$ cat config.mk
export PLATFORM = sky130hd
export DESIGN_NAME = stage_4_mem_flat
export DESIGN_NICKNAME = d
export VERILOG_FILES = /design/src/rtl/stage_4_mem_pkg.sv /design/src/rtl/stage_4_mem_if.sv /design/src/rtl/stage_4_mem_lsu_align.sv /design/src/rtl/stage_4_mem.sv /design/src/flat_wrapper.sv
export SDC_FILE = /design/constraint.sdc
export NUM_CORES = 1
export LEC_CHECK = 0
export CAP_MARGIN = 30
export CORE_MARGIN = 8
export CORE_UTILIZATION = 25
export CTS_BUF_LIST = sky130_fd_sc_hd__clkbuf_16
export DETAILED_ROUTE_END_ITERATION = 10
export PLACE_DENSITY_LB_ADDON = 0.05
export SETUP_SLACK_MARGIN = 0.05
export SYNTH_ARGS = -nofsm -noshare
export SYNTH_HDL_FRONTEND = slang
export SYNTH_SLANG_ARGS = --single-unit
$ cat constraint.sdc
create_clock -name clk -period 5.7 [get_ports clk]
set_input_delay 1.14 -clock clk [delete_from_list [all_inputs] [get_ports clk]]
set_output_delay 1.14 -clock clk [all_outputs]
set_load 0.05 [all_outputs]
$ cat src/rtl/stage_4_mem_pkg.sv
// Shared types and encodings for the memory-access pipeline stage.
// Holds func_3 codes, opcodes, FSM states, the registered-state bundle and small helpers.
package stage_4_mem_pkg;

    typedef enum logic {
        S4_IDLE,
        S4_REQ
    } s4_state_t;

    localparam logic [2:0] LB  = 3'b000;
    localparam logic [2:0] LH  = 3'b001;
    localparam logic [2:0] LW  = 3'b010;
    localparam logic [2:0] LBU = 3'b100;
    localparam logic [2:0] LHU = 3'b101;
    localparam logic [2:0] SB  = 3'b000;
    localparam logic [2:0] SH  = 3'b001;
    localparam logic [2:0] SW  = 3'b010;

    localparam logic [6:0] OPC_LOAD  = 7'b0000011;
    localparam logic [6:0] OPC_STORE = 7'b0100011;
    localparam logic [6:0] OPC_OPIMM = 7'b0010011;
    localparam logic [6:0] OPC_OP    = 7'b0110011;
    localparam logic [6:0] OPC_JAL   = 7'b1101111;
    localparam logic [6:0] OPC_JALR  = 7'b1100111;
    localparam logic [6:0] OPC_LUI   = 7'b0110111;
    localparam logic [6:0] OPC_AUIPC = 7'b0010111;

    typedef struct packed {
        logic        mem_req;
        logic        mem_we;
        logic [31:0] mem_addr;
        logic [31:0] mem_wdata;
        logic [3:0]  mem_wstrb;
        logic        is_store;
        logic [2:0]  func3;
        logic [1:0]  addr_lo;
        logic [4:0]  rd;
        logic        o_valid;
        logic        wb_en;
        logic [4:0]  wb_rd;
        logic [31:0] wb_data;
        logic        misalign;
        logic        bus_err;
    } s4_regs_t;

    function automatic logic [31:0] sign_extend(input logic [15:0] v, input logic is_half);
        sign_extend = is_half ? {{16{v[15]}}, v} : {{24{v[7]}}, v[7:0]};
    endfunction

    function automatic logic writes_rd(input logic [6:0] opc);
        writes_rd = opc inside {OPC_OPIMM, OPC_OP, OPC_JAL, OPC_JALR, OPC_LUI, OPC_AUIPC};
    endfunction

endpackage

$ cat src/rtl/stage_4_mem_if.sv
// Data-memory request bus: valid/ready request with registered address, data and strobes.
interface stage_4_mem_if;
    logic        mem_req;
    logic        mem_we;
    logic [31:0] mem_addr;
    logic [31:0] mem_wdata;
    logic [3:0]  mem_wstrb;
    logic        mem_ready;
    logic [31:0] mem_rdata;

    modport master (output mem_req, mem_we, mem_addr, mem_wdata, mem_wstrb,
                    input  mem_ready, mem_rdata);
    modport slave  (input  mem_req, mem_we, mem_addr, mem_wdata, mem_wstrb,
                    output mem_ready, mem_rdata);
endinterface

$ cat src/rtl/stage_4_mem_lsu_align.sv
// Combinational load/store lane logic: legality/alignment check, store replication
// and strobes, and load lane extraction with sign/zero extension.
module lsu_align
    import stage_4_mem_pkg::*;
(
    input  logic        is_store_i,
    input  logic [2:0]  func3_i,
    input  logic [1:0]  addr_lo_i,
    input  logic [31:0] rs2_i,
    output logic        legal_o,
    output logic [31:0] wdata_o,
    output logic [3:0]  wstrb_o,
    input  logic [2:0]  ld_func3_i,
    input  logic [1:0]  ld_addr_lo_i,
    input  logic [31:0] rdata_i,
    output logic [31:0] ld_data_o
);

    logic        f3_ok;
    logic        aligned;
    logic [31:0] shifted;

    always_comb begin
        f3_ok   = is_store_i ? (func3_i inside {SB, SH, SW})
                             : (func3_i inside {LB, LH, LW, LBU, LHU});
        case (func3_i[1:0])
            2'b01:   aligned = !addr_lo_i[0];
            2'b10:   aligned = (addr_lo_i == 2'b00);
            default: aligned = 1'b1;
        endcase
        legal_o = f3_ok && aligned;

        wdata_o = '0;
        wstrb_o = '0;
        if (is_store_i) begin
            case (func3_i[1:0])
                2'b00: begin
                    wdata_o = {4{rs2_i[7:0]}};
                    wstrb_o = 4'b0001 << addr_lo_i;
                end
                2'b01: begin
                    wdata_o = {2{rs2_i[15:0]}};
                    wstrb_o = 4'b0011 << addr_lo_i;
                end
                default: begin
                    wdata_o = rs2_i;
                    wstrb_o = '1;
                end
            endcase
        end
    end

    always_comb begin
        shifted = rdata_i >> {ld_addr_lo_i, 3'b000};
        case (ld_func3_i)
            LB:      ld_data_o = sign_extend(shifted[15:0], 1'b0);
            LH:      ld_data_o = sign_extend(shifted[15:0], 1'b1);
            LBU:     ld_data_o = {24'd0, shifted[7:0]};
            LHU:     ld_data_o = {16'd0, shifted[15:0]};
            default: ld_data_o = shifted;
        endcase
    end

endmodule

$ cat src/rtl/stage_4_mem.sv
// Memory-access pipeline stage: passes ALU results through, runs loads/stores over
// the request bus, stalls upstream while a request is outstanding, flags timeouts.
module stage_4_mem
    import stage_4_mem_pkg::*;
#(
    parameter int unsigned MEM_TIMEOUT = 16
) (
    input  logic                 clk,
    input  logic                 reset,
    input  logic                 i_valid,
    input  logic [31:0]          i_alu_out,
    input  logic [31:0]          i_rs_2,
    input  logic [4:0]           i_rd_num,
    input  logic [6:0]           i_opcode,
    input  logic [2:0]           i_func_3,
    input  logic                 i_op_type,
    output logic                 stall,
    stage_4_mem_if.master        mem,
    output logic                 o_valid,
    output logic                 wb_en,
    output logic [4:0]           wb_rd_num,
    output logic [31:0]          wb_data,
    output logic                 misalign,
    output logic                 bus_err
);

    localparam int unsigned CW = $clog2(MEM_TIMEOUT + 1);

    s4_state_t      state_q, state_d;
    s4_regs_t       r_q, r_d;
    logic [CW-1:0]  cnt_q, cnt_d;

    logic           in_store;
    logic           legal;
    logic [31:0]    st_wdata;
    logic [3:0]     st_wstrb;
    logic [31:0]    ld_data;
    logic           timed_out;

    assign in_store  = (i_opcode == OPC_STORE);
    assign timed_out = !mem.mem_ready && (cnt_q == CW'(MEM_TIMEOUT - 1));

    lsu_align u_lsu_align (
        .is_store_i   (in_store),
        .func3_i      (i_func_3),
        .addr_lo_i    (i_alu_out[1:0]),
        .rs2_i        (i_rs_2),
        .legal_o      (legal),
        .wdata_o      (st_wdata),
        .wstrb_o      (st_wstrb),
        .ld_func3_i   (r_q.func3),
        .ld_addr_lo_i (r_q.addr_lo),
        .rdata_i      (mem.mem_rdata),
        .ld_data_o    (ld_data)
    );

    always_ff @(posedge clk) begin
        if (reset) state_q <= S4_IDLE;
        else       state_q <= state_d;
    end

    always_comb begin
        state_d = state_q;
        case (state_q)
            S4_IDLE: if (i_valid && i_op_type && legal) state_d = S4_REQ;
            S4_REQ:  if (mem.mem_ready || timed_out)    state_d = S4_IDLE;
            default: state_d = S4_IDLE;
        endcase
    end

    // Pulse outputs default low each cycle; wb_data/wb_rd_num hold unless a result lands.
    always_comb begin
        r_d          = r_q;
        r_d.o_valid  = 1'b0;
        r_d.wb_en    = 1'b0;
        r_d.misalign = 1'b0;
        r_d.bus_err  = 1'b0;
        cnt_d        = cnt_q;
        stall        = (state_q == S4_REQ);
        case (state_q)
            S4_IDLE: begin
                cnt_d = '0;
                if (i_valid && !i_op_type) begin
                    r_d.o_valid = 1'b1;
                    r_d.wb_data = i_alu_out;
                    r_d.wb_rd   = i_rd_num;
                    r_d.wb_en   = (i_rd_num != 5'd0) && writes_rd(i_opcode);
                end else if (i_valid && !legal) begin
                    r_d.o_valid  = 1'b1;
                    r_d.misalign = 1'b1;
                end else if (i_valid) begin
                    r_d.mem_req   = 1'b1;
                    r_d.mem_we    = in_store;
                    r_d.mem_addr  = {i_alu_out[31:2], 2'b00};
                    r_d.mem_wdata = st_wdata;
                    r_d.mem_wstrb = st_wstrb;
                    r_d.is_store  = in_store;
                    r_d.func3     = i_func_3;
                    r_d.addr_lo   = i_alu_out[1:0];
                    r_d.rd        = i_rd_num;
                end
            end
            S4_REQ: begin
                if (mem.mem_ready || timed_out) begin
                    r_d.mem_req   = 1'b0;
                    r_d.mem_we    = 1'b0;
                    r_d.mem_wstrb = '0;
                    r_d.o_valid   = 1'b1;
                    cnt_d         = '0;
                    if (!mem.mem_ready) begin
                        r_d.bus_err = 1'b1;
                    end else if (!r_q.is_store) begin
                        r_d.wb_en   = (r_q.rd != 5'd0);
                        r_d.wb_data = ld_data;
                        r_d.wb_rd   = r_q.rd;
                    end
                end else begin
                    cnt_d = cnt_q + CW'(1);
                end
            end
            default: ;
        endcase
    end

    always_ff @(posedge clk) begin
        if (reset) begin
            r_q   <= '0;
            cnt_q <= '0;
        end else begin
            r_q   <= r_d;
            cnt_q <= cnt_d;
        end
    end

    assign mem.mem_req   = r_q.mem_req;
    assign mem.mem_we    = r_q.mem_we;
    assign mem.mem_addr  = r_q.mem_addr;
    assign mem.mem_wdata = r_q.mem_wdata;
    assign mem.mem_wstrb = r_q.mem_wstrb;
    assign o_valid       = r_q.o_valid;
    assign wb_en         = r_q.wb_en;
    assign wb_rd_num     = r_q.wb_rd;
    assign wb_data       = r_q.wb_data;
    assign misalign      = r_q.misalign;
    assign bus_err       = r_q.bus_err;

endmodule

$ cat src/flat_wrapper.sv
// flat-port wrapper written by rule: the top's interface ports become plain ports
module stage_4_mem_flat import stage_4_mem_pkg::*;
#(
    parameter int unsigned MEM_TIMEOUT = 16
)
  (clk, reset, i_valid, i_alu_out, i_rs_2, i_rd_num, i_opcode, i_func_3, i_op_type, stall, o_valid, wb_en, wb_rd_num, wb_data, misalign, bus_err, mem_mem_req, mem_mem_we, mem_mem_addr, mem_mem_wdata, mem_mem_wstrb, mem_mem_ready, mem_mem_rdata);
  stage_4_mem_if mem_i ();
  input  logic clk;
  input  logic reset;
  input  logic i_valid;
  input  logic [31:0] i_alu_out;
  input  logic [31:0] i_rs_2;
  input  logic [4:0] i_rd_num;
  input  logic [6:0] i_opcode;
  input  logic [2:0] i_func_3;
  input  logic i_op_type;
  output logic stall;
  output logic o_valid;
  output logic wb_en;
  output logic [4:0] wb_rd_num;
  output logic [31:0] wb_data;
  output logic misalign;
  output logic bus_err;
  output wire logic [$bits(mem_i.mem_req)-1:0] mem_mem_req;
  output wire logic [$bits(mem_i.mem_we)-1:0] mem_mem_we;
  output wire logic [$bits(mem_i.mem_addr)-1:0] mem_mem_addr;
  output wire logic [$bits(mem_i.mem_wdata)-1:0] mem_mem_wdata;
  output wire logic [$bits(mem_i.mem_wstrb)-1:0] mem_mem_wstrb;
  input wire logic [$bits(mem_i.mem_ready)-1:0] mem_mem_ready;
  input wire logic [$bits(mem_i.mem_rdata)-1:0] mem_mem_rdata;
  assign mem_mem_req = mem_i.mem_req;
  assign mem_mem_we = mem_i.mem_we;
  assign mem_mem_addr = mem_i.mem_addr;
  assign mem_mem_wdata = mem_i.mem_wdata;
  assign mem_mem_wstrb = mem_i.mem_wstrb;
  assign mem_i.mem_ready = mem_mem_ready;
  assign mem_i.mem_rdata = mem_mem_rdata;
  stage_4_mem #(.MEM_TIMEOUT(MEM_TIMEOUT)) u_core (.clk(clk), .reset(reset), .i_valid(i_valid), .i_alu_out(i_alu_out), .i_rs_2(i_rs_2), .i_rd_num(i_rd_num), .i_opcode(i_opcode), .i_func_3(i_func_3), .i_op_type(i_op_type), .stall(stall), .mem(mem_i), .o_valid(o_valid), .wb_en(wb_en), .wb_rd_num(wb_rd_num), .wb_data(wb_data), .misalign(misalign), .bus_err(bus_err));
endmodule
### Yosys cells after proc, flatten, opt, wreduce, memory -nomap -nowiden

Index checks and enable logic that the tools add are counted.
W data, S select, Z words.

| storage, ports and cells | value |
|---|---|
| flip-flop bits (word level) | 126 |
| input bits | 116 |
| output and inout bits | 112 |
| logic and storage cells | 102 |

| cells by class | value |
|---|---|
| add/sub/neg operators | 1 |
| eq/ne operators | 24 |
| shifts and indexed selects | 3 |
| muxes and demuxes | 27 |
| bitwise operators | 4 |
| reduce and logical (&&, ||, !) cells | 26 |

Operators with widths:

| kind | number |
|---|---|
| $mux W81 | 3 |
| $pmux W32 S4 | 1 |
| $mux W38 | 3 |
| $pmux W39 S2 | 1 |
| $pmux W32 S2 | 1 |
| $mux W39 | 1 |
| $mux W32 | 1 |
| $shr A32 B5 Y32 | 1 |
| $eq A7 B6 Y1 const B | 3 |
| $pmux W4 S2 | 2 |
| $reduce_bool A5 Y1 | 3 |
| $eq A7 B5 Y1 const B | 2 |
| $eq A7 B7 Y1 const B | 2 |
| $eq A3 B3 Y1 const B | 4 |
| $ne A2 B2 Y1 const B | 6 |
| $reduce_and A4 Y1 | 3 |
| $pmux W5 S2 | 1 |
| $mux W4 | 2 |
| $logic_and A1 B1 Y1 | 7 |
| $eq A3 B1 Y1 const B | 2 |
| $logic_not A3 Y1 | 2 |
| $mux W1 | 6 |
| $reduce_bool A6 Y1 | 1 |
| $reduce_or A3 Y1 | 2 |
| other kinds (17) | 25 |

### Depth between registers and ports, before layout

Gate-level depths: netlist (run 1).

| depth | value |
|---|---|
| word-level depth | 9 |
| mapped depth | 9 |
| depth with buffers taken out | 7 |

### Hierarchy

Synthesis (run 1) repeated with hierarchy kept, for this count alone.

| second synthesis, totals | value |
|---|---|
| cell total of the unflattened synthesis | 869 |
| area total of the unflattened synthesis | 6775.2 sq um |

Modules (own cells, without submodules):

| module | times used | cells an instance | area each (sq um) | seq. area each (sq um) |
|---|---|---|---|---|
| stage_4_mem | 1 | 658 | 5429.0 | 2522.4 |
| lsu_align | 1 | 211 | 1346.3 | 0.0 |

### Worst setup path before layout (run 1)

No wires, ideal clock.

| timing | value |
|---|---|
| kind | input port to flip-flop |
| start point | input port i_func_3[1] |
| end point | register u_core.r_q[46] (netlist bit) |
| library setup time | 0.128 ns |
| arrival time | 2.766 ns |
| required time | 5.572 ns |
| path slack | 2.806 ns |
| cell stages on the path | 9 |
| cells stage by stage | inv_1 > ha_1 > buf_2 > nor3_1 > or2_1 > a221oi_4 > buf_4 > mux2i_1 > nor2_1 |

| between the ends | value |
|---|---|
| longest elaborated chain between the ends | 8 |
| elaborated cells between the ends (all ways) | 16 |

RTL lines:

| element | line | text |
|---|---|---|
| start: declaration | flat_wrapper.sv:15 | `input logic [2:0] i_func_3;` |
| $eq A3 B1 Y1, or another cell as far along | stage_4_mem_lsu_align.sv:24, stage_4_mem_lsu_align.sv:25 |  |
| $reduce_bool A5 Y1 / $reduce_bool A3 Y1 (equally long branches) | stage_4_mem_lsu_align.sv:25, stage_4_mem_lsu_align.sv:24 |  |
| $mux W1 | stage_4_mem_lsu_align.sv:24 | `f3_ok = is_store_i ? (func3_i inside {SB, SH, SW})` |
| $logic_and A1 B1 Y1 (*) | stage_4_mem_lsu_align.sv:31 | `legal_o = f3_ok && aligned;` |
| $logic_not A1 Y1 (*) | stage_4_mem.sv:88 | `end else if (i_valid && !legal) begin` |
| $logic_and A1 B1 Y1 (*) | stage_4_mem.sv:88 |  |
| $not A1 Y1 (no line) (*) | -- |  |
| $reduce_and A4 Y1 (no line) (*) | -- |  |
| end signal: assignment | stage_4_mem.sv:130 | `r_q <= r_d;` |
| end: declaration | stage_4_mem.sv:30 | `s4_regs_t r_q, r_d;` |

Every way passes the cells marked *; elsewhere a longest branch is shown, timed or not.
A chain may end at the register's enable or synchronous reset.

### Final worst setup path (run 1)

| timing | value |
|---|---|
| start point | input port i_func_3[1] |
| end point | register u_core.r_q (netlist bit u_core.mem.mem_wdata[2]) |

The elaborated chain is that of the path after synthesis.

==> impl_metrics.yaml, run 1 <==
run_status:
  outcome: "complete, no violations"
synthesis:
  ys_seq_area_share_pct: 40.10
  synthAdderAreaFrac_pct: 1.194
  syn_inst: 693
  yosys.area_share.simple_pct: 11.58
  syn_area_sq_um: 6290
  synth_cell_types: 47
  synth_xor_area_share_pct: 0.2785
  synth-edff-count: 0
  yosysWarnings: 0
  synth_top_family_by_area: "compound AO/OA/AOI/OAI gates"
  synth_flop_cell: "dfxtp_1"
  syn_avg_cell_area_sq_um: 9.076
  muxShareOfSynthArea_pct: 10.05
  synth_compound_area_share_pct: 20.55
  yosys_register_bits: 126
  async_flop_share_pct: 0
routing:
  ant_nets: 0
  via_per_inst: 4.618
  vias: 5260
  firstDrtPassIters: 7
  wl_microns: 23180
  drt_iter0_markers: 270
  route.detailed.drc: 0
  routedWlPerCell_microns: 20.35
job:
  maxCapViolations: 0
placed_design:
  gp_congestion: 0.7283
  dp_hpwl_microns: 17520
  dpl.cell_count: 1107
  io_buffer_count: 225
die:
  floorplan.die_area_sq_um: 30490
  die_x_microns: 174.6
  die_h_microns: 174.6
  start_util_pct: 25.20
  num_rows: 58
  core_area_sq_um: 24960
  ios: 228
power_and_ir_drop:
  power.internal_uw: 1856
  p_switching_uw: 689.0
  comb_power_share_pct: 16.1
  switching_share_pct: 27.07
  powerDensity_nw_per_um2: 292.2
  ir_worst_vdd_mv: 0.1376
  pwr-share-seq_pct: 36.3
  p_leak_uw: 0.003049
  power.total_uw: 2545
  clock_power_share_pct: 47.6
sta:
  tightest_slew_ps: 1000
  slew_headroom_pct: 33.14
  fin_crit_sh_pct: 67.71
  setup_violations: 0
  max_freq_mhz: 259.1
  min_period_ps: 3860
  fin_skew_ps: 10.38
  finalHoldViolCount: 0
  slew_violations: 0
  setup_tns_ps: 0
  rsz0062_at_grt: "false"
clocking:
  path_clk_slew_ps: 60
  worstSkewPairLatency_ps: 410
  cts_tree: "built"
  post_cts_buffers: 0
  clock_path_buffers: 2
  ctsHtreeMaxLevel: 4
  cts.sinks: 126
  clock-root-buffer: "clkbuf_16"
  post_cts_resized: 0
  hold_buffers: 0
  cts_made_buffers: 17
final_layout:
  finalNetCount: 918
  multi_input_area_sq_um: 2758
  insertedDiodeCount: 0
  ff_latch_area_sq_um: 2522
  drive_gt1_share_pct: 6.428
  post_layout_nonfiller_instances: 1139
  post-route-util_pct: 34.90
  num-fill-cells: 2584
  final_common_cell: "clkdlybuf4s50_1"
  area_delta_synth_final_pct: 38.51
  final_cell_mix: "clkdlybuf4s50_1, dfxtp_1, nor2_1"
global_routing:
  grt.total_usage_pct: 15.06
  antenna_found_initial: 0
  grt_pass1_vias: 5728
  grt_start_max_net_pins: 87
  grt_pass1_wl_microns: 35540
  grt-ovfl-total: 0
critical_path:
  cp_top_family: "buffers and inverters"
  reg2reg_slack_ps: 3040
  cp_slowest_stage_delay_ps: 590
  timing.rr.end: "u_core.wb_data[17]"
  crit_fanout: 33
  crit_end: "u_core.mem.mem_wdata[2]"
  critical_path.startpoint_type: "input port"
  crit_path_top_delay_cell: "ha_1"
  crit_cells: 9
  reg2reg_depth: 6
  setup.worst_path.start: "i_func_3[1]"
  required_ps: 6000
  path_buf_inv: 3
  arrival_ps: 4160
  critical_path_class: "in2reg"
  end_kind: "flop"
  cp_cell_sequence: "clkdlybuf4s50_1, inv_1, ha_1, nor3_1, or2_1, a221oi_4, buf_4, nor2_4, a22o_1"
  rr_startpoint: "u_core.r_q[47]"
hold_path:
  hp-class: "reg2reg"
-- state kept, by name, summed over array words and instances, names as in the netlist --
register              flops
u_core.bus_err            1
u_core.cnt_q              5
u_core.mem.mem_addr      30
u_core.mem.mem_req        1
u_core.mem.mem_wdata     32
u_core.mem.mem_we         1
u_core.mem.mem_wstrb      4
u_core.misalign           1
u_core.o_valid            1
u_core.r_q               11
u_core.stall              1
u_core.wb_data           32
u_core.wb_en              1
u_core.wb_rd_num          5
-- metrics by stage --
step                cell area [sq um]  hold WS (ps)  setup WS (ps)
finish                           8712         456.4           1840
global route                     8712         480.3           1581
CTS                              8712         463.3           1830
detailed placement               8068         446.6           1393
global placement                 8025         431.3           1495
floorplan                        6294         417.9           2806
-- area by class of cell --
| cell class | instances | share of cell area (%) |
|---|---|---|
| well taps | 330 | 4.739 |
| clock buffers | 17 | 4.883 |
| clock inverters | 15 | 2.513 |
| repair buffers | 236 | 27.00 |
| multi-input cells | 409 | 31.65 |
| inverters | 6 | 0.2585 |
| flip-flops and latches | 126 | 28.95 |
-- worst min path at each step --
| stage | from | to | cells past startpoint |
|---|---|---|---|
| 2_1_floorplan | u_core.cnt_q[0] | u_core.cnt_q[0] | 1 |
| 3_3_place_gp | u_core.cnt_q[0] | u_core.cnt_q[0] | 1 |
| 3_5_place_dp | u_core.mem.mem_wdata[23] | u_core.mem.mem_wdata[23] | 1 |
| 4_1_cts | u_core.cnt_q[0] | u_core.cnt_q[0] | 1 |
| 5_1_grt | u_core.mem.mem_wdata[12] | u_core.mem.mem_wdata[12] | 1 |
| 6_report | u_core.cnt_q[0] | u_core.cnt_q[0] | 1 |
-- power groups by stage --
stage          Combinational, uW  Clock, uW  Sequential [uW]
2_1_floorplan                248          0              942
3_3_place_gp                 406          0              944
3_5_place_dp                 412          0              944
4_1_cts                      413       1250              925
5_1_grt                      439       1290              928
6_report                     409       1210              925
-- metal layers --
| metal | vias up | wire length, microns | track usage, % |
|---|---|---|---|
| li1 | 2581 | - | - |
| met1 | 2519 | 11000 | 19.77 |
| met2 | 145 | 10570 | 23.56 |
| met3 | 15 | 1358 | 4.662 |
| met4 | 0 | 247 | 3.956 |
| met5 | - | 0 | 0 |
-- synthesized netlist by cell type (all sizes together), types with 3 or more instances --
library cell,instances,area (sq um)
nand3b,3,22.52
a211oi,14,105.1
mux2i,62,620.6
ha,6,75.07
clkbuf,30,112.6
buf,123,883.3
nor2b,10,62.56
inv,6,22.52
a22oi,23,172.7
nand2,25,93.84
nor3,5,25.02
o22ai,8,50.05
a21o,3,22.52
and3,5,31.28
o2bb2ai,25,219.0
a311oi,15,131.4
or2,3,18.77
nand2b,4,25.02
a221oi,9,96.35
dfxtp,126,2522
o21ai,23,115.1
a21oi,38,190.2
nor2,87,334.1
nand3,3,15.01
a22o,20,175.2
-- cells by family after synthesis --
logic type	count (synthesis)
adder cells (fa/ha/maj)	6
AND/OR/NAND/NOR	156
buffers and inverters	159
AO/OA/AOI/OAI	180
other	1
multiplexers	63
flip-flops	126
XOR/XNOR	2
Note: power is estimated with default switching activity, not from simulation.
==> run 2, diff against run 1 <==
==> constraint.sdc (replaced) <==
create_clock -name clk -period 3.78 [get_ports clk]
set_input_delay 0.756 -clock clk [delete_from_list [all_inputs] [get_ports clk]]
set_output_delay 0.756 -clock clk [all_outputs]
set_load 0.05 [all_outputs]
==> run 2 against run 1 <==
Effect of this change: global-route usage decreased by 0.058 points; routed wire length increased by 0.66%; sequential power increased by 50%; sequential cell count unchanged; combinational power increased by 52%; first-iteration DRC count increased by 14%; critical path depth unchanged; die area unchanged; clock power increased by 40%; via count increased by 1.5%; largest power group unchanged.
==> impl_metrics.yaml, run 2 (synthesized netlist as in run 1, its figures left out) <==
routing:
  routedWlPerCell_microns: 20.32
  ant_nets: 0
  firstDrtPassIters: 5
  drt_iter0_markers: 307
  route.detailed.drc: 0
  vias: 5339
  wl_microns: 23330
  via_per_inst: 4.651
critical_path:
  path_buf_inv: 3
  required_ps: 4070
  critical_path_class: "in2reg"
  arrival_ps: 3120
  cp_cell_sequence: "clkdlybuf4s50_1, inv_1, ha_1, nor3_1, or2_1, a221oi_4, buf_4, mux2i_1, nor2_1"
  cp_top_family: "buffers and inverters"
  crit_fanout: 23
  end_kind: "flop"
  critical_path.startpoint_type: "input port"
  crit_path_top_delay_cell: "buf_4"
  cp_slowest_stage_delay_ps: 450
power_and_ir_drop:
  power.total_uw: 3720
  ir_worst_vdd_mv: 0.2091
  p_leak_uw: 0.003065
  powerDensity_nw_per_um2: 426.7
placed_design:
  dp_hpwl_microns: 17640
  dpl.cell_count: 1117
  pre_cts_slack_ps: 527.6
  gp_congestion: 0.7575
  io_buffer_count: 225
  place_area_sq_um: 8123
global_routing:
  grt-busiest-layer: "met2"
  grt.total_usage_pct: 15.00
  grt_start_max_net_pins: 47
  antenna_found_initial: 0
  met1_usage_pct: 20.08
  grt_pass1_vias: 5581
  grt-ovfl-total: 0
  grt_pass1_wl_microns: 35160
  met3_usage_pct: 4.317
  grtUsageMet2_pct: 23.44
die:
  start_util_pct: 25.20
  die_x_microns: 174.6
  num_rows: 58
  ios: 228
  die_h_microns: 174.6
  core_area_sq_um: 24960
  floorplan.die_area_sq_um: 30490
hold_path:
  hp-class: "reg2reg"
run_status:
  outcome: "complete, no violations"
clocking:
  cts_made_buffers: 17
  worstSkewPairLatency_ps: 420
  clock-root-buffer: "clkbuf_16"
  cts_tree: "built"
  post_cts_resized: 0
  clock_path_buffers: 2
  ctsHtreeMaxLevel: 4
  post_cts_buffers: 0
  path_clk_slew_ps: 60
  hold_buffers: 0
  cts.sinks: 126
final_layout:
  finalInstanceArea_sq_um: 8718
  final_cell_mix: "clkdlybuf4s50_1, dfxtp_1, nor2_1"
  post_layout_nonfiller_instances: 1148
  final_common_cell: "clkdlybuf4s50_1"
  insertedDiodeCount: 0
  finalNetCount: 928
  drive_gt1_share_pct: 7.702
  area_delta_synth_final_pct: 38.61
sta:
  rsz0062_at_grt: "false"
  slew_violations: 0
  tightest_slew_ps: 813.9
  setup_tns_ps: 0
  slew_headroom_pct: 45.68
  finalHoldViolCount: 0
  min_period_ps: 2829
  fin_skew_ps: 7.546
  max_freq_mhz: 353.4
  setup_violations: 0
  fin_ws_ps: 950.5
  fin_crit_sh_pct: 74.85
job:
  maxCapViolations: 0
==> run 2: per-layer routing <==
layer  vias up  wire length [microns]
met5         -                      0
met3        12                   1360
met2       142                  10600
li1       2610                      -
met1      2575                  11190
met4         0                    175
==> run 2: per-stage QoR <==
step | hold WS, ps | util, %
floorplan | 417.9 | -
global placement | 429.9 | 32.54
detailed placement | 440.9 | 32.54
CTS | 450.4 | 34.92
global route | 474.2 | 34.92
finish | 446.3 | 34.92
==> run 2: layout make-up <==
class | count | area (sq um)
clock inverters | 14 | 170.2
fillers | 2580 | 16250
repair buffers | 246 | 2407
flip-flops and latches | 126 | 2522
clock buffers | 17 | 425.4
multi-input cells | 409 | 2758
well taps | 330 | 412.9
inverters | 6 | 22.52
==> run 2: final timing paths <==
path	startpoint	end	cells after the start	slack [ps]
setup / recovery	i_func_3[1]	u_core.mem.mem_addr[23]	9	950
hold / removal	u_core.cnt_q[0]	u_core.cnt_q[0]	1	450
setup reg to reg	u_core.r_q[46]	u_core.wb_data[16]	6	1510
hold reg to reg	u_core.cnt_q[0]	u_core.cnt_q[0]	1	450
==> run 2: power by group <==
group          internal, uW  total (uW)  switching, uW  leakage, uW
combinational           263         622            359      0.00176
sequential             1370        1390           25.1      0.00102
clock                  1030        1700            670     0.000283
==> run 2: worst reg2reg max path, delay by kind of cell, from the launching register on <==
kind	cells	cell delay (ps)
simple gates	2	860
flops	1	550
compound gates	3	550
buf+inv	1	210
==> patch 1: new RTL, settings of run 2 <==
`MEM_TIMEOUT` is set to 16 in 2 places; all go to 64.
--- a/src/rtl/stage_4_mem.sv
+++ b/src/rtl/stage_4_mem.sv
@@ -4,5 +4,5 @@
     import stage_4_mem_pkg::*;
 #(
-    parameter int unsigned MEM_TIMEOUT = 16
+    parameter int unsigned MEM_TIMEOUT = 64
 ) (
     input  logic                 clk,
--- a/src/flat_wrapper.sv
+++ b/src/flat_wrapper.sv
@@ -2,5 +2,5 @@
 module stage_4_mem_flat import stage_4_mem_pkg::*;
 #(
-    parameter int unsigned MEM_TIMEOUT = 16
+    parameter int unsigned MEM_TIMEOUT = 64
 )
   (clk, reset, i_valid, i_alu_out, i_rs_2, i_rd_num, i_opcode, i_func_3, i_op_type, stall, o_valid, wb_en, wb_rd_num, wb_data, misalign, bus_err, mem_mem_req, mem_mem_we, mem_mem_addr, mem_mem_wdata, mem_mem_wstrb, mem_mem_ready, mem_mem_rdata);
Function: same outputs for any inputs over 4 cycles, from zero or initial values and one cycle with reset high; that may be too few to reach the edited logic, so the function may still have changed.
==> patch 1 against run 2 <==
Sequential cell count up 2. Cell area up 4.3%. Synthesized cell count is 8.4% higher. Worst setup slack got worse by 0.018 ns. Via count increased by 7.3%. Synthesized area is 5.2% higher. Clock skew is 0.0015 ns higher. Non-clock buffer count shrank 3. Largest power group unchanged. Routed wire length grew 3.7%. Power increased by 7.1%. Clock power increased by 10%.
==> patch 1: results (changes against run 2) <==
synth-xor-area-share_pct: 0.530  # was 0.278%
antenna_found_initial: 1  # was 0
layout.nets: 969  # was 928
n_fill_cell: 2690  # was 2580
hpwl_um: 18000  # was 17600 um
port_buffers: 225  # unchanged
grt_pass1_wl_um: 36400  # was 35200 um
syn_to_final_growth_pct: 37.5  # was 38.6%
synthAdderAreaFrac_pct: 0.946  # was 1.19%
crit_family: "compound AO/OA/AOI/OAI gates"  # was buffers and inverters
leakage_nw: 3.21  # was 3.06 nW
routed_via_density: 4.78  # was 4.65
crit_fanout: 14  # was 23
synth_commonest_cells: "dfxtp_1, buf_4, a21oi_1"  # was dfxtp_1, buf_4, nor2_1
cts-root-buf: "clkbuf_16"  # unchanged
synth.area.top_cells: "dfxtp_1, buf_4, a21bo_2"  # was dfxtp_1, buf_4, mux2i_1
clock_skew_ns: 0.00904  # was 0.00755 ns
drt_iter0_markers: 332  # was 307
slowest_delay_ns: 0.58  # was 0.45 ns
synthMuxAreaShare_pct: 3.95  # was 10.0%
synth_compound_area_share_pct: 28.5  # was 20.5%
status: "finished, final reports clean"  # unchanged
grt_max_degree: 83  # was 47
drt_wl_total_um: 24200  # was 23300 um
clk_path_buf_depth: 2  # unchanged
grt_pass1_vias: 5981  # was 5581
avgSynthCellArea_um2: 8.81  # was 9.08 um^2
routabilityCongestion: 0.772  # was 0.758
arrival_ns: 3.20  # was 3.12 ns
slowest_stage: "a222oi_1"  # was buf_4
synth_cell_type_count: 46  # was 47
placed_area_mm2: 0.00842  # was 0.00812 mm^2
initial_utilization_pct: 25.5  # was 25.2%
post_layout_nonfiller_instances: 1197  # was 1148
drive_above_1_share_pct: 11.0  # was 7.70%
ys_seq_area_share_pct: 38.7  # was 40.1%
ir_drop_v: 0.000237  # was 0.000209 V
place_ws_ns: 0.515  # was 0.528 ns
grt_usage_pct: 14.8  # was 15.0%
final_util_pct: 35.0  # was 34.9%
slew_headroom_pct: 45.0  # was 45.7%
[patch 1: cell types whose count changed in the layout (fill, tap and decap cells not counted), moves of 3 or more]
cell and change:
a21bo_2 +40, a21oi_1 +37, a22oi_1 -3, buf_4 -5
bufinv_16 +3, mux2i_1 -37, nand2_1 +3, nand3_1 +39
nor2_1 -39
[patch 1: area by class of cell]
cell class	instances	share of cell area [%]
well taps	335	4.61
inverters	4	0.165
clock inverters	15	2.67
clock buffers	17	4.68
multi-input cells	454	33.2
flip-flops and latches	128	28.2
repair buffers	243	26.5
diodes	1	0.0275
[patch 1: report_power, final]
part / switching [mW] / internal (mW) / leakage, nW / total [mW]
Clock: 0.635 / 1.24 / 0.328 / 1.87
Combinational: 0.407 / 0.283 / 1.84 / 0.690
Sequential: 0.0286 / 1.39 / 1.04 / 1.42
[patch 1: final timing paths]
kind / from / end / slack (ns) / cells past startpoint
min: u_core.mem.mem_we / u_core.mem.mem_we / 0.45 / 1
min reg2reg: u_core.mem.mem_we / u_core.mem.mem_we / 0.45 / 1
max reg2reg: u_core.r_q[47] / u_core.wb_data[20] / 1.15 / 6
max: i_func_3[1] / u_core.mem.mem_wdata[4] / 0.93 / 8
[patch 1: logic make-up after synthesis]
kind of cell | count (synthesis)
XOR/XNOR | 4
multiplexers | 26
AND/OR/NAND/NOR | 156
AO/OA/AOI/OAI | 261
adder cells (fa/ha/maj) | 5
flip-flops | 128
other | 1
buffers and inverters | 170
[patch 1: worst reg2reg max path, delay by kind of cell (launching register included)]
family	cells	cell delay [ns]
compound gates	3	0.65
simple gates	2	0.77
flops	1	0.85
buf+inv	1	0.27
[patch 1: metal layers]
metal	wire length (um)	GRT usage, %
met5	8	0
met4	308	4.65
met3	1850	4.57
met2	11200	23.6
met1	10900	18.9
==> patch 2: new RTL, flow settings as in run 2 <==
Without the edit above. Put a register stage on the output `bus_err`. The value now appears one clock later. The other outputs are not delayed to match.
--- a/src/rtl/stage_4_mem.sv
+++ b/src/rtl/stage_4_mem.sv
@@ -26,4 +26,6 @@
 
     localparam int unsigned CW = $clog2(MEM_TIMEOUT + 1);
+
+    logic bus_err_d;
 
     s4_state_t      state_q, state_d;
@@ -143,5 +145,9 @@
     assign wb_data       = r_q.wb_data;
     assign misalign      = r_q.misalign;
-    assign bus_err       = r_q.bus_err;
+    assign bus_err_d     = r_q.bus_err;
+
+    always_ff @(posedge clk) begin
+        bus_err <= bus_err_d;
+    end
 
 endmodule
Function: same outputs for any inputs over 4 cycles, from zero or initial values and one cycle with reset high; that may be too few to reach the edited logic, so the function may still have changed.
==> patch 2 against run 2 <==
Routed wire length is 2.7% lower. Critical endpoint is now u_core.mem.mem_wstrb[2]. Cell area increased by 0.37%. Clock skew is 0.0012 ns higher. Sequential cell count rose by 1. Utilization rose by 0.13 points. Synthesized area up 0.32%. Maximum frequency grew 0.15%. Power up 1.4%. Non-clock buffer count is 4 lower. Worst setup slack gained 0.0042 ns.
==> patch 2: results (changes against run 2) <==
status: "finished, final reports clean"  # unchanged
internal-power_mw: 2.74  # was 2.67 mW
slowest_stage: "clkdlybuf4s50_1"  # was buf_4
synthAdderAreaFrac_pct: 1.19  # about the same
firstDrtPassIters: 4  # was 5
drive_above_1_share_pct: 7.11  # was 7.70%
slowest_delay_ns: 0.49  # was 0.45 ns
min_from: "u_core.bus_err_d"  # was u_core.cnt_q[0]
grt_pass1_vias: 5461  # was 5581
ys_warn_count: 0  # unchanged
async_flop_share_pct: 0  # unchanged
reg2reg_depth: 6  # unchanged
min_path_type: "reg2reg"  # unchanged
antenna_found_initial: 1  # was 0
arrival_ns: 3.13  # was 3.12 ns
r2r-start: "u_core.cnt_q[0]"  # was u_core.r_q[46]
synth-xor-area-share_pct: 0.278  # about the same
r2r_slack_ns: 1.40  # was 1.51 ns
hpwl_um: 17400  # was 17600 um
clk_pin_slew_ns: 0.06  # about the same
routabilityCongestion: 0.738  # was 0.758
synth_compound_area_share_pct: 20.5  # about the same
hold_viol_final: 0  # unchanged
postCtsSetupRepairBufs: 0  # unchanged
synth.area.top_cells: "dfxtp_1, buf_4, mux2i_1"  # unchanged
ir_drop_v: 0.000240  # was 0.000209 V
layout.nets: 925  # was 928
synth_cell_type_count: 47  # unchanged
timing.critical_path.to: "u_core.mem.mem_wstrb[2]"  # was u_core.mem.mem_addr[23]
cap_violations: 0  # unchanged
grt_max_degree: 89  # was 47
clock_skew_ns: 0.00878  # was 0.00755 ns
grt_pass1_wl_um: 34300  # was 35200 um
synth_commonest_cells: "dfxtp_1, buf_4, nor2_1"  # unchanged
drt_iter0_markers: 225  # was 307
routed_via_density: 4.61  # was 4.65
clk_latency_ns: 0.41
n_fill_cell: 2586  # was 2580
holdBufCountCts: 0  # unchanged
leakage_nw: 3.08  # was 3.06 nW
use_met2_pct: 23.0  # was 23.4%
whs_ns: 0.343  # was 0.446 ns
use_met3_pct: 3.76  # was 4.32%
grt_usage_pct: 14.6  # was 15.0%
ys_seq_area_share_pct: 40.3  # was 40.1%
gr-usage-met1_pct: 19.4  # was 20.1%
drt_wl_total_um: 22700  # was 23300 um
max_slew.worst_pin.slew_ns: 0.983  # was 0.814 ns
synthMuxAreaShare_pct: 10.0  # about the same
crit_fanout: 30  # was 23
power_frac_clock_pct: 46.3  # was 45.8%
-- patch 2: cell count changes in the layout (fill, tap and decap cells not counted) --
cell,delta
dfxtp_1,+1
clkinv_1,+1
buf_12,+1
buf_4,-6
buf_8,+1
bufinv_16,+1
clkinv_4,-1
inv_1,+1
inv_6,+1
clkinvlp_4,-2
-- patch 2: logic make-up after synthesis --
family / after synthesis
compound gates: 180
buf+inv: 159
simple gates: 156
flops: 127
mux: 63
fa+ha+maj: 6
xor+xnor: 2
other cells: 1
-- patch 2: worst min-delay path by stage --
stage                           endpoint  depth (start not counted)
after floorplan           u_core.bus_err                          0
after global placement    u_core.bus_err                          0
after detailed placement  u_core.bus_err                          0
after CTS                 u_core.bus_err                          0
after global routing      u_core.bus_err                          0
final                     u_core.bus_err                          0
-- patch 2: power by group through the flow --
stage               registers [mW]  logic (mW)  clock network, mW
global placement              1.43       0.620                  0
global route                  1.41       0.664               1.86
CTS                           1.40       0.624               1.80
floorplan                     1.43       0.374                  0
detailed placement            1.43       0.622                  0
finish                        1.40       0.620               1.75
-- patch 2: cell type report --
cell class | count | area (um^2) | area share [%]
flip-flops and latches | 127 | 2540 | 29.1
repair buffers | 242 | 2400 | 27.4
inverters | 6 | 22.5 | 0.257
well taps | 330 | 413 | 4.72
clock buffers | 17 | 425 | 4.86
multi-input cells | 409 | 2760 | 31.5
clock inverters | 15 | 193 | 2.20
-- patch 2: per-layer routing --
layer  wire length, um  vias up
met3              1330       14
met4               228        0
met2             10500      145
li1                  -     2601
met1             10600     2523
met5                 0        -
-- patch 2: through the flow --
step	instance area (um^2)	cells	util, %	worst slack (ns)
floorplan	6310	695	-	1.27
global placement	8120	1113	32.5	0.602
detailed placement	8120	1113	32.5	0.496
CTS	8740	1145	35.0	0.923
global route	8750	1146	35.1	0.788
finish	8750	1146	35.1	0.955
